**src/rtl/alu181_pkg.sv**
```systemverilog
// rtl/alu181_pkg.sv - shared types and operation encodings for the serial 74181 sequencer
// Purpose: sequencer state enum and the S/M/Cn encodings of the common operations.
// Ports: none (package).
package alu181_pkg;

  typedef enum logic [1:0] {
    IDLE = 2'd0,
    RUN  = 2'd1,
    DONE = 2'd2
  } state_e;

  // Cn is the raw 74181 carry input: 1 means "no carry in".
  localparam logic [3:0] ADD_S  = 4'b1001;
  localparam logic       ADD_M  = 1'b0;
  localparam logic       ADD_CN = 1'b1;

  // SUB yields A-B; CMP yields A-B-1, i.e. all ones when A == B.
  localparam logic [3:0] SUB_S  = 4'b0110;
  localparam logic       SUB_M  = 1'b0;
  localparam logic       SUB_CN = 1'b0;

  localparam logic [3:0] CMP_S  = 4'b0110;
  localparam logic       CMP_M  = 1'b0;
  localparam logic       CMP_CN = 1'b1;

  // Logic-mode operations ignore Cn.
  localparam logic [3:0] XOR_S  = 4'b0110;
  localparam logic       XOR_M  = 1'b1;

  localparam logic [3:0] AND_S  = 4'b1011;
  localparam logic       AND_M  = 1'b1;

endpackage

```
**src/rtl/ALU_74181_comb.sv**
```systemverilog
// rtl/ALU_74181_comb.sv - combinational 4-bit 74181-style ALU slice (active-high data)
// Purpose: one 4-bit 74181 slice evaluated combinationally.
// Ports:
//   a_i, b_i [3:0]  operands
//   s_i [3:0]       function select
//   m_i             mode: 0 arithmetic, 1 logic
//   cn_i            raw carry-in (active-low carry)
//   f_o [3:0]       result
//   cn4_o           raw carry-out Cn+4 (active-low carry)
//   aeqb_o          A=B output (AND of the F bits)
module ALU_74181_comb (
  input  logic [3:0] a_i,
  input  logic [3:0] b_i,
  input  logic [3:0] s_i,
  input  logic       m_i,
  input  logic       cn_i,
  output logic [3:0] f_o,
  output logic       cn4_o,
  output logic       aeqb_o
);

  logic [3:0] e_n;  // complement of per-bit generate
  logic [3:0] d_n;  // complement of per-bit propagate
  logic [4:0] c;    // active-high internal carries

  always_comb begin
    e_n  = ~((a_i & b_i & {4{s_i[3]}}) | (a_i & ~b_i & {4{s_i[2]}}));
    d_n  = ~(a_i | (b_i & {4{s_i[0]}}) | (~b_i & {4{s_i[1]}}));
    c    = '0;
    c[0] = ~cn_i;
    for (int i = 0; i < 4; i++) begin
      c[i+1] = ~e_n[i] | (~d_n[i] & c[i]);
    end
    // e_n ^ d_n is the half-sum of A and the selected B term; logic mode
    // presents its complement so that e.g. S=0110 gives A xor B.
    f_o = m_i ? ~(e_n ^ d_n) : (e_n ^ d_n ^ c[3:0]);
  end

  assign cn4_o  = ~c[4];
  assign aeqb_o = &f_o;

endmodule

```
**src/rtl/alu181_serial_seq.sv**
```systemverilog
// rtl/alu181_serial_seq.sv - nibble-serial 74181 operation sequencer
// Purpose: runs a WIDTH-bit 74181 operation through one 4-bit slice, LSB nibble
//   first, one nibble per clock, with the slice carry chained through a register.
// Ports:
//   clk, rst_n                 clock, synchronous active-low reset
//   in_valid/in_ready          operation request handshake
//   a, b [WIDTH-1:0]           operands, latched on accept
//   s [3:0], m, cn             74181 select, mode, raw carry-in, latched on accept
//   out_valid/out_ready        result handshake
//   f [WIDTH-1:0]              result
//   cn_out                     raw Cn+4 of the last nibble
//   a_eq_b                     AND of the slice A=B outputs over all nibbles
module alu181_serial_seq
  import alu181_pkg::*;
#(
  parameter int NIBBLES = 4
) (
  input  logic                 clk,
  input  logic                 rst_n,
  input  logic                 in_valid,
  output logic                 in_ready,
  input  logic [4*NIBBLES-1:0] a,
  input  logic [4*NIBBLES-1:0] b,
  input  logic [3:0]           s,
  input  logic                 m,
  input  logic                 cn,
  output logic                 out_valid,
  input  logic                 out_ready,
  output logic [4*NIBBLES-1:0] f,
  output logic                 cn_out,
  output logic                 a_eq_b
);

  localparam int WIDTH = 4 * NIBBLES;
  localparam int IDXW  = (NIBBLES > 1) ? $clog2(NIBBLES) : 1;
  localparam logic [IDXW-1:0] LAST_IDX = IDXW'(NIBBLES - 1);

  state_e            state_q, state_d;
  logic [WIDTH-1:0]  a_q, b_q, res_q, res_d, f_q;
  logic [3:0]        s_q;
  logic              m_q;
  logic              carry_q;   // raw (active-low) carry into the current nibble
  logic              eq_q;
  logic [IDXW-1:0]   idx_q;
  logic              cn_out_q, aeq_q;

  logic [3:0]        slice_f;
  logic              slice_cn4, slice_eq;
  logic              accept, last_nib;

  ALU_74181_comb u_slice (
    .a_i    (a_q[{idx_q, 2'b00} +: 4]),
    .b_i    (b_q[{idx_q, 2'b00} +: 4]),
    .s_i    (s_q),
    .m_i    (m_q),
    .cn_i   (carry_q),
    .f_o    (slice_f),
    .cn4_o  (slice_cn4),
    .aeqb_o (slice_eq)
  );

  assign in_ready  = (state_q == IDLE) && rst_n;
  assign accept    = in_valid && in_ready;
  assign last_nib  = (idx_q == LAST_IDX);
  assign out_valid = (state_q == DONE);
  assign f         = f_q;
  assign cn_out    = cn_out_q;
  assign a_eq_b    = aeq_q;

  always_comb begin
    state_d = state_q;
    res_d   = res_q;
    res_d[{idx_q, 2'b00} +: 4] = slice_f;
    case (state_q)
      IDLE:    if (accept) state_d = RUN;
      RUN:     if (last_nib) state_d = DONE;
      DONE:    if (out_ready) state_d = IDLE;
      default: state_d = IDLE;
    endcase
  end

  always_ff @(posedge clk) begin
    if (!rst_n) begin
      state_q  <= IDLE;
      a_q      <= '0;
      b_q      <= '0;
      s_q      <= '0;
      m_q      <= 1'b0;
      carry_q  <= 1'b0;
      eq_q     <= 1'b0;
      idx_q    <= '0;
      res_q    <= '0;
      f_q      <= '0;
      cn_out_q <= 1'b0;
      aeq_q    <= 1'b0;
    end else begin
      state_q <= state_d;
      if (state_q == IDLE && accept) begin
        a_q     <= a;
        b_q     <= b;
        s_q     <= s;
        m_q     <= m;
        carry_q <= cn;
        eq_q    <= 1'b1;
        idx_q   <= '0;
        res_q   <= '0;
      end
      if (state_q == RUN) begin
        res_q   <= res_d;
        carry_q <= slice_cn4;
        eq_q    <= eq_q & slice_eq;
        idx_q   <= idx_q + IDXW'(1);
        // Outputs move only on the final nibble so they stay stable through DONE
        // and keep their values after the handshake.
        if (last_nib) begin
          f_q      <= res_d;
          cn_out_q <= slice_cn4;
          aeq_q    <= eq_q & slice_eq;
        end
      end
    end
  end

endmodule
```
**config.mk**
```make
export PLATFORM = sky130hd
export DESIGN_NAME = alu181_serial_seq
export DESIGN_NICKNAME = d
export VERILOG_FILES = /design/src/rtl/alu181_pkg.sv /design/src/rtl/ALU_74181_comb.sv /design/src/rtl/alu181_serial_seq.sv
export SDC_FILE = /design/constraint.sdc
export NUM_CORES = 1
export LEC_CHECK = 0
export CORE_MARGIN = 2
export CORE_UTILIZATION = 47
export DETAILED_ROUTE_END_ITERATION = 8
export PLACE_DENSITY = 0.82
export SYNTH_ARGS = -nofsm -noshare
export SYNTH_HDL_FRONTEND = slang
export SYNTH_SLANG_ARGS = --single-unit
```
**constraint.sdc**
```tcl
create_clock -name clk -period 2.9 [get_ports clk]
set_clock_uncertainty 0.15 [all_clocks]
set_input_delay 0.29 -clock clk [delete_from_list [all_inputs] [get_ports clk]]
set_output_delay 0.29 -clock clk [all_outputs]
set_load 0.03 [all_outputs]
```
==> results of run 1 <==
## through the flow
step | instances | worst slack [ns] | instance area [sq um] | utilization, % | power, mW
global route | 575 | 0.00573 | 4540 | 62.3 | 2.51
floorplan | 410 | 0.0826 | 3550 | - | 1.37
CTS | 575 | 0.0977 | 4530 | 62.1 | 2.43
finish | 575 | 0.106 | 4540 | 62.3 | 2.42
detailed placement | 558 | -0.0607 | 4290 | 58.8 | 1.50
global placement | 558 | 0.0512 | 4290 | 58.8 | 1.49
## tightest hold or removal path: cells and delay by family, from the launching register on
family / cells / cell delay, ns
compound gates: 1 / 0.05
simple gates: 1 / 0.05
flops: 1 / 0.31
## power by group
part           total (mW)  internal [mW]  switching (mW)
logic               0.362          0.174           0.188
registers            1.13           1.10          0.0301
clock network       0.932          0.531           0.401
## logic make-up after synthesis
| logic type | share of synthesized area, % |
|---|---|
| AND/OR/NAND/NOR | 17.9 |
| AO/OA/AOI/OAI | 22.2 |
| flip-flops | 43.5 |
| buffers and inverters | 4.16 |
| multiplexers | 9.35 |
| adder cells (fa/ha/maj) | 2.12 |
| XOR/XNOR | 0.741 |
## sequential cells by signal (all words and copies together), names as in the netlist
register / flops
a_q: 16
b_q: 16
f: 16
res_q: 16
s_q: 4
idx_q: 2
state_q: 2
a_eq_b: 1
carry_q: 1
cn_out: 1
eq_q: 1
m_q: 1
## metal layers
metal	vias to the layer above	GRT usage, %	part of all wire, %
li1	1561	-	-
met4	0	9.60	2.1
met3	13	6.18	7.2
met2	111	34.4	48
met1	1470	26.8	43
met5	-	0	0
## repair_timing
item | CTS | global route
setup endpoints to repair | 6 | 5
gates resized for setup | 1 | 3
pin swaps | 1 | 0
setup buffers | 1 | 0
## cell type report
class                   instances  area (sq um)
fillers                       627          2750
multi-input cells             296          1870
flip-flops and latches         77          1540
repair buffers                 78           742
clock buffers                  11           151
well taps                      99           124
clock inverters                 5          82.6
inverters                       9          33.8
## final timing paths
path	endpoint	cells past startpoint	slack, ns	from
worst min register to register	b_q[11]$_SDFFE_PN0P_	2	0.31	b_q[11]$_SDFFE_PN0P_
worst max register to register	a_eq_b$_SDFFE_PN0P_	7	0.11	idx_q[0]$_SDFFE_PN0P_
worst max-delay path	a_eq_b$_SDFFE_PN0P_	7	0.11	idx_q[0]$_SDFFE_PN0P_
worst min-delay path	b_q[11]$_SDFFE_PN0P_	2	0.31	b_q[11]$_SDFFE_PN0P_
## placed cells by master, fill, tap and decap left out, drive strengths merged, types with 5 or more instances in the layout
cell           count
clkbuf            11
nand3             10
mux4               8
inv                9
nor2b             14
buf               17
mux2               5
nor2              10
o21ai             15
nand2             87
dfxtp             77
a211oi            15
a21oi             74
ha                 6
mux2i              8
clkdlybuf4s50     61
==> key figures, run 1 <==
Detailed routing
  – Vias per std cell: 5.49
  – Via count: 3155
  – Initial DRC count: 221
  – Wire per inst: 14.7 um
  – Residual DRC: 0
  – Wirelength, routed: 8.48 mm
  – Antenna Nets Post-Route: 0
  – DR pass1 iterations: 5

Yosys
  – Synth Instances: 410
  – Share of the synthesized area in the top cell type: 43.5%
  – Register bit total from synthesis: 77
  – Synth unique cells: 54
  – Synth area leader: dfxtp_1
  – Mapped Area: 3550 sq um
  – Count leader, synth: nand2_1
  – Post-synthesis average cell area: 8.65 sq um
  – Syn. warnings: 0
  – Synth area leaders: dfxtp_1, a21oi_1, nand2_1
  – Post-synth top cells: nand2_1, dfxtp_1, a21oi_1, clkbuf_1, o21ai_0
  – Post-synth ARST share: 0%
  – EDFF count, synth: 0
  – Sequential fraction of the synthesis area: 43.5%
  – Post-Syn Nets: 458
  – Ys flop type: dfxtp_1

Clocking
  – # hold bufs at CTS: 0
  – CTS root buf: clkbuf_8
  – CTS tree: done
  – H-tree Lvls: 3
  – TritonCTS Sinks: 77
  – Clk buf depth: 2
  – CTS Buf Count: 9
  – CTS clock-pin slew for the worst setup and hold paths: 0.08 ns
  – Clk_lat worst skew: 0.37 ns

Power
  – Pwr dens: 533 nW/um^2
  – VDD IR max: 274 uV
  – P_leak: 1.59 nW

Global route
  – Largest net degree at the start of global routing: 40
  – Initial antenna violation count: 0
  – Vias in the first global route: 3078
  – GR Util All Layers: 21.4%
  – First-pass GRT wire length: 14.2 mm
  – Gr ovfl total: 0

Worst setup path
  – CP endpoint kind: flop
  – Type of origin of the critical path: flop
  – WP data required: 3.04 ns
  – Buffers plus inverters on the worst setup path: 0
  – WS Path Type: reg -> reg
  – CP max FO: 5
  – CP max stage cell: mux4_2
  – Crit-path leading delay family: multiplexers
  – CP Cell Sequence: mux4_2, mux2_2, mux2i_2, mux2i_1, nand3_1, or3_1, o22ai_1
  – CP max stage delay: 0.56 ns
  – Arr. time, crit path: 2.94 ns

Placement
  – Global placer's final weighted congestion: 0.840
  – PortBufs: 61
  – Detail Placement HPWL: 5.90 mm

Timing
  – Setup violations, final: 0
  – RSZ-0062 raised after global routing: no
  – Final Hold Viols: 0
  – Worst-Margin Slew: 0.573 ns
  – Hold Slack: 0.310 ns
  – Peak Freq: 0.358 GHz
  – Final period utilization: 96.4%
  – Relative slew slack: 61.7%
  – Post-layout min period: 2.79 ns
  – Final Slew Violations: 0
  – Setup tns final: 0 ns

Floorplan
  – Top-Level Pins: 62
  – DIE HEIGHT: 90.9 um
  – Starting Density: 48.6%
  – Core Rows: 31
  – Core footprint: 7290 sq um
  – Die Wd: 90.9 um
  – Die ar.: 8260 sq um

Finish
  – Antenna cells: 0
  – Ratio of cells with drive above 1 in the final layout: 13.4%
  – Area grow syn2layout: 28.2%
  – Fin nets: 519

Status
  – Status: finished, final reports clean

Hold path
  – Min-delay worst type: reg -> reg

Job
  – Max cap viols: 0
Note: power is estimated with default switching activity, not from simulation.
==> run 2, diff against run 1 <==
--- a/config.mk
+++ b/config.mk
@@ -6,9 +6,11 @@
 export NUM_CORES = 1
 export LEC_CHECK = 0
 export CORE_MARGIN = 2
-export CORE_UTILIZATION = 47
+export CORE_UTILIZATION = 49
+export CTS_BUF_LIST = sky130_fd_sc_hd__clkbuf_8
 export DETAILED_ROUTE_END_ITERATION = 8
-export PLACE_DENSITY = 0.82
+export GPL_TIMING_DRIVEN = 1
+export PLACE_DENSITY = 0.85
 export SYNTH_ARGS = -nofsm -noshare
 export SYNTH_HDL_FRONTEND = slang
 export SYNTH_SLANG_ARGS = --single-unit
==> constraint.sdc (replaced) <==
create_clock -name clk -period 2.5 [get_ports clk]
set_clock_uncertainty 0.15 [all_clocks]
set_input_delay 0.25 -clock clk [delete_from_list [all_inputs] [get_ports clk]]
set_output_delay 0.25 -clock clk [all_outputs]
set_load 0.03 [all_outputs]
==> key figures, run 2 (same netlist as run 1, synthesis figures left out) <==
Clocking
  – H-tree Lvls: 3
  – # hold bufs at CTS: 0
  – CTS tree: done
  – CTS clock-pin slew for the worst setup and hold paths: 0.08 ns
  – CTS root buf: clkbuf_8
  – CTS Buf Count: 9
  – Clk_lat worst skew: 0.36 ns
  – Clk buf depth: 2
  – TritonCTS Sinks: 77

Hold path
  – Min-delay worst type: in -> reg

Finish
  – Area grow syn2layout: 37.9%
  – Final core occ: 68.5%
  – Non-filler cells, final: 590
  – Commonest non-fill, non-tap cells in the layout: nand2_1, dfxtp_1, a21oi_1, clkdlybuf4s50_1, buf_4
  – Fin nets: 534
  – Antenna cells: 0
  – Commonest non-fill, non-tap cell in the layout: nand2_1
  – Ratio of cells with drive above 1 in the final layout: 23.0%

Detailed routing
  – Initial DRC count: 340
  – Wirelength, routed: 9.76 mm
  – Via count: 3412
  – Residual DRC: 0
  – Antenna Nets Post-Route: 0
  – Wire per inst: 16.5 um
  – DR pass1 iterations: 5
  – Vias per std cell: 5.78

Status
  – Status: complete, but fails checks
  – Failing checks: setup timing

Worst setup path
  – CP endpoint kind: flop
  – CP max FO: 5
  – WS Path Type: reg -> reg
  – Type of origin of the critical path: flop
  – Arr. time, crit path: 2.89 ns
  – WP data required: 2.64 ns

Floorplan
  – Die Wd: 89.1 um
  – Top-Level Pins: 62
  – Starting Density: 49.7%
  – Die ar.: 7930 sq um
  – DIE HEIGHT: 89.1 um
  – Core Rows: 31
  – Core footprint: 7140 sq um

Placement
  – Global placer's final weighted congestion: 0.884
  – PortBufs: 61
  – Pre-CTS setup slack: -0.196 ns
  – Placed Cells: 569
  – Detail Placement HPWL: 6.08 mm

Timing
  – Relative slew slack: 68.7%
  – Final Hold Viols: 0
  – Final period utilization: 110%
  – Setup violations, final: 26
  – Post-layout min period: 2.75 ns
  – Worst setup margin: -0.250 ns
  – RSZ-0062 raised after global routing: yes
  – Hold Slack: 0.282 ns
  – Worst-Margin Slew: 0.470 ns
  – Final Slew Violations: 0
  – Peak Freq: 0.364 GHz
  – Setup tns final: -3.53 ns

Power
  – P_leak: 1.72 nW
  – Pwr dens: 611 nW/um^2
  – VDD IR max: 287 uV

Global route
  – First-pass GRT wire length: 14.7 mm
  – Vias in the first global route: 3087
  – Largest net degree at the start of global routing: 57
  – Gr ovfl total: 0
  – Initial antenna violation count: 0
  – GR Util All Layers: 24.2%

Job
  – Max cap viols: 0
run 2: path summary, 6_finish.rpt:
| check | start | end | slack (ns) | depth (start not counted) |
|---|---|---|---|---|
| setup reg to reg | idx_q[0]$_SDFFE_PN0P_ | a_eq_b$_SDFFE_PN0P_ | -0.25 | 7 |
| hold / removal | a[12] | a_q[12]$_SDFFE_PN0P_ | 0.28 | 3 |
| setup / recovery | idx_q[0]$_SDFFE_PN0P_ | a_eq_b$_SDFFE_PN0P_ | -0.25 | 7 |
| hold reg to reg | a_q[13]$_SDFFE_PN0P_ | a_q[13]$_SDFFE_PN0P_ | 0.31 | 2 |
run 2: metal layers:
metal	track usage (%)	wire length (um)	vias to the layer above	share of wire (%)
met2	39.5	4720	167	48
li1	-	-	1588	-
met5	0	0	-	0
met1	31.7	3980	1613	41
met3	4.06	650	44	6.7
met4	10.4	410	0	4.2
run 2: layout make-up:
type / instances / area [sq um]
multi-input cells: 296 / 2070
inverters: 9 / 33.8
well taps: 99 / 124
clock buffers: 10 / 138
flip-flops and latches: 77 / 1550
repair buffers: 93 / 872
fillers: 519 / 2250
clock inverters: 6 / 110
run 2: per-stage QoR:
step                      area (sq um)  total power [mW]
final                             4890              2.99
after global routing              4890              3.07
after CTS                         4730              2.93
after detailed placement          4410              1.78
after global placement            4410              1.76
after floorplan                   3580              1.59
run 2: worst max-delay path, stage by stage (launching register included):
cell	delay, ns
dfxtp_4	0.41
mux4_2	0.56
mux2_4	0.34
mux2i_4	0.19
mux2i_2	0.35
nand3_2	0.17
or3_4	0.36
o22ai_1	0.15
run 2: where the power goes:
group / switching [mW] / total, mW / internal (mW)
clock: 0.470 / 1.16 / 0.688
sequential: 0.0379 / 1.31 / 1.27
combinational: 0.270 / 0.517 / 0.247
total: 0.778 / 2.99 / 2.21
run 2: what timing repair did:
| action | in CTS | in global routing |
|---|---|---|
| setup buffers | 2 | 3 |
| endpoints found under the setup margin | 28 | 36 |
| resized for setup | 14 | 32 |
| pin swaps | 10 | 27 |
==> run 3, diff against run 2 <==
--- a/config.mk
+++ b/config.mk
@@ -5,12 +5,12 @@
 export SDC_FILE = /design/constraint.sdc
 export NUM_CORES = 1
 export LEC_CHECK = 0
-export CORE_MARGIN = 2
-export CORE_UTILIZATION = 49
+export ABC_AREA = 1
+export CORE_UTILIZATION = 50
 export CTS_BUF_LIST = sky130_fd_sc_hd__clkbuf_8
 export DETAILED_ROUTE_END_ITERATION = 8
 export GPL_TIMING_DRIVEN = 1
-export PLACE_DENSITY = 0.85
+export PLACE_DENSITY = 0.86
 export SYNTH_ARGS = -nofsm -noshare
 export SYNTH_HDL_FRONTEND = slang
 export SYNTH_SLANG_ARGS = --single-unit
==> key figures, run 3 <==
Timing
  – Final Slew Violations: 0
  – Post-layout min period: 2.35 ns
  – Final Hold Viols: 0
  – Hold Slack: 0.295 ns
  – Peak Freq: 0.426 GHz
  – Worst-Margin Slew: 0.582 ns
  – Relative slew slack: 61.2%
  – Setup violations, final: 0
  – Worst setup margin: 0.154 ns
  – Final period utilization: 93.9%
  – Setup tns final: 0 ns

Placement
  – Post-DP Area: 4340 sq um
  – Pre-CTS setup slack: 0.194 ns
  – Global placer's final weighted congestion: 0.825
  – PortBufs: 61
  – Detail Placement HPWL: 6.47 mm

Floorplan
  – Starting Density: 52.8%
  – Core Rows: 30
  – Die Wd: 87.6 um
  – Top-Level Pins: 62
  – Core footprint: 6940 sq um
  – Die ar.: 7680 sq um
  – DIE HEIGHT: 87.6 um

Worst setup path
  – Arr. time, crit path: 2.46 ns
  – Buffers plus inverters on the worst setup path: 2
  – CP max FO: 19
  – Critical R2R Launch: idx_q[0]$_SDFFE_PN0P_
  – WP data required: 2.61 ns
  – Critical Path Source: idx_q[0]$_SDFFE_PN0P_
  – CP max stage delay: 0.38 ns
  – Crit-path most repeated cell: nand2_1
  – CP Cell Sequence: buf_8, nand2_2, nand3_2, nand2_2, nand2_1, nand3_2, nand2_1, nand2_1, nand2_1, nand3_1, xor2_2, nor2_4, nand3_1, nand2_1, o21bai_1, inv_1
  – CP endpoint kind: flop
  – CP max stage cell: dfxtp_2
  – WS Path Type: reg -> reg
  – Type of origin of the critical path: flop
  – Crit-path leading delay family: simple AND/OR/NAND/NOR gates

Global route
  – Vias in the first global route: 3376
  – Initial antenna violation count: 0
  – First-pass GRT wire length: 15.4 mm
  – GR Util All Layers: 25.8%
  – Largest net degree at the start of global routing: 48
  – Gr ovfl total: 0

Finish
  – Area grow syn2layout: 24.0%
  – Fin nets: 604
  – Fillers: 568
  – Commonest non-fill, non-tap cells in the layout: nand2_1, dfxtp_1, clkdlybuf4s50_1, a21oi_1, inv_1
  – Commonest non-fill, non-tap cell in the layout: nand2_1
  – Ratio of cells with drive above 1 in the final layout: 12.7%
  – Finished Cell Area: 4540 sq um
  – Antenna cells: 0

Yosys
  – Mapped Area: 3670 sq um
  – Post-Syn Nets: 549
  – Count leader, synth: nand2_1
  – Synth unique cells: 35
  – Synth Instances: 501
  – Ys flop type: dfxtp_1
  – Register bit total from synthesis: 77
  – Post-synth top cells: nand2_1, dfxtp_1, a21oi_1, inv_1, o21ai_0
  – EDFF count, synth: 0
  – Synth area leaders: dfxtp_1, nand2_1, a21oi_1
  – Share of the synthesized area in the top cell type: 42.0%
  – Post-synthesis average cell area: 7.32 sq um
  – Sequential fraction of the synthesis area: 42.0%
  – Synth area leader: dfxtp_1
  – Post-synth ARST share: 0%
  – Syn. warnings: 0

Job
  – Max cap viols: 0

Hold path
  – Min-delay worst type: in -> reg
  – Hold path startpoint: a[7]

Detailed routing
  – Initial DRC count: 258
  – Wirelength, routed: 9.50 mm
  – Vias per std cell: 5.41
  – Via count: 3556
  – Antenna Nets Post-Route: 0
  – DR pass1 iterations: 5
  – Wire per inst: 14.5 um
  – Residual DRC: 0

Status
  – Status: finished, final reports clean

Power
  – VDD IR max: 262 uV
  – P_leak: 1.86 nW
  – Pwr dens: 567 nW/um^2

Clocking
  – H-tree Lvls: 3
  – CTS clock-pin slew for the worst setup and hold paths: 0.08 ns
  – Clk buf depth: 2
  – TritonCTS Sinks: 77
  – CTS root buf: clkbuf_8
  – Clk_lat worst skew: 0.36 ns
  – CTS Buf Count: 9
  – Post-CTS Setup Bufs: 0
  – CTS tree: done
run 3: cell count changes in the layout (fill, tap and decap cells not counted), moves of 5 or more:
cell,delta
nand2_1,+66
inv_1,+36
o21ai_0,+22
buf_4,-19
o21bai_1,+16
a211oi_2,-13
nand3_1,+13
nor2b_1,-13
nand2_2,+9
mux4_2,-8
o21ai_1,+6
a21oi_1,-5
run 3: cell type report:
class                           instances  area [sq um]  share of cell area [%]
Tap cell                               96           120                    2.64
Clock buffer                           10           138                    3.03
Clock inverter                          6          38.8                   0.854
Timing Repair Buffer                   71           691                    15.2
Multi-Input combinational cell        350          1830                    40.2
Inverter                               47           186                    4.10
Sequential cell                        77          1540                    34.0
run 3: worst paths after layout:
path | endpoint | slack (ns) | cells past startpoint
min | a_q[7]$_SDFFE_PN0P_ | 0.29 | 3
max reg2reg | f[14]$_SDFFE_PN0P_ | 0.15 | 16
max | f[14]$_SDFFE_PN0P_ | 0.15 | 16
min reg2reg | a_q[6]$_SDFFE_PN0P_ | 0.32 | 2
run 3: kinds of logic after synthesis:
family | synth area share (%)
AND/OR/NAND/NOR | 24.3
AO/OA/AOI/OAI | 22.3
flip-flops | 42.0
buffers and inverters | 8.60
adder cells (fa/ha/maj) | 2.05
XOR/XNOR | 0.717
run 3: metal layers:
metal / GRT usage, % / vias to the layer above / share of wire [%]
li1: - / 1732 / -
met2: 43.3 / 135 / 49
met3: 5.37 / 29 / 5.4
met5: 0 / - / 0
met1: 32.7 / 1660 / 43
met4: 10.1 / 0 / 2.7
run 3: worst reg2reg max path, delay by kind of cell, from the launching register on:
kind | cells | cell delay, ns
XOR/XNOR | 1 | 0.32
buffers and inverters | 2 | 0.24
AO/OA/AOI/OAI | 1 | 0.13
AND/OR/NAND/NOR | 12 | 1.02
flip-flops | 1 | 0.38
run 3: power breakdown:
group / switching (mW) / internal (mW)
sequential: 0.0302 / 1.27
clock: 0.464 / 0.383
combinational: 0.267 / 0.167
run 3: timing repair:
item / 4_1_cts / 5_1_grt
hold buffers: 0 / 0
resized for setup: 0 / 10
setup endpoints to repair: 0 / 13
run 3: stage by stage:
step | power (mW) | cells | utilization, %
after detailed placement | 1.73 | 641 | 62.4
after global placement | 1.72 | 641 | 62.4
after floorplan | 1.59 | 501 | -
after CTS | 2.56 | 657 | 65.0
after global routing | 2.68 | 657 | 65.4
final | 2.58 | 657 | 65.4
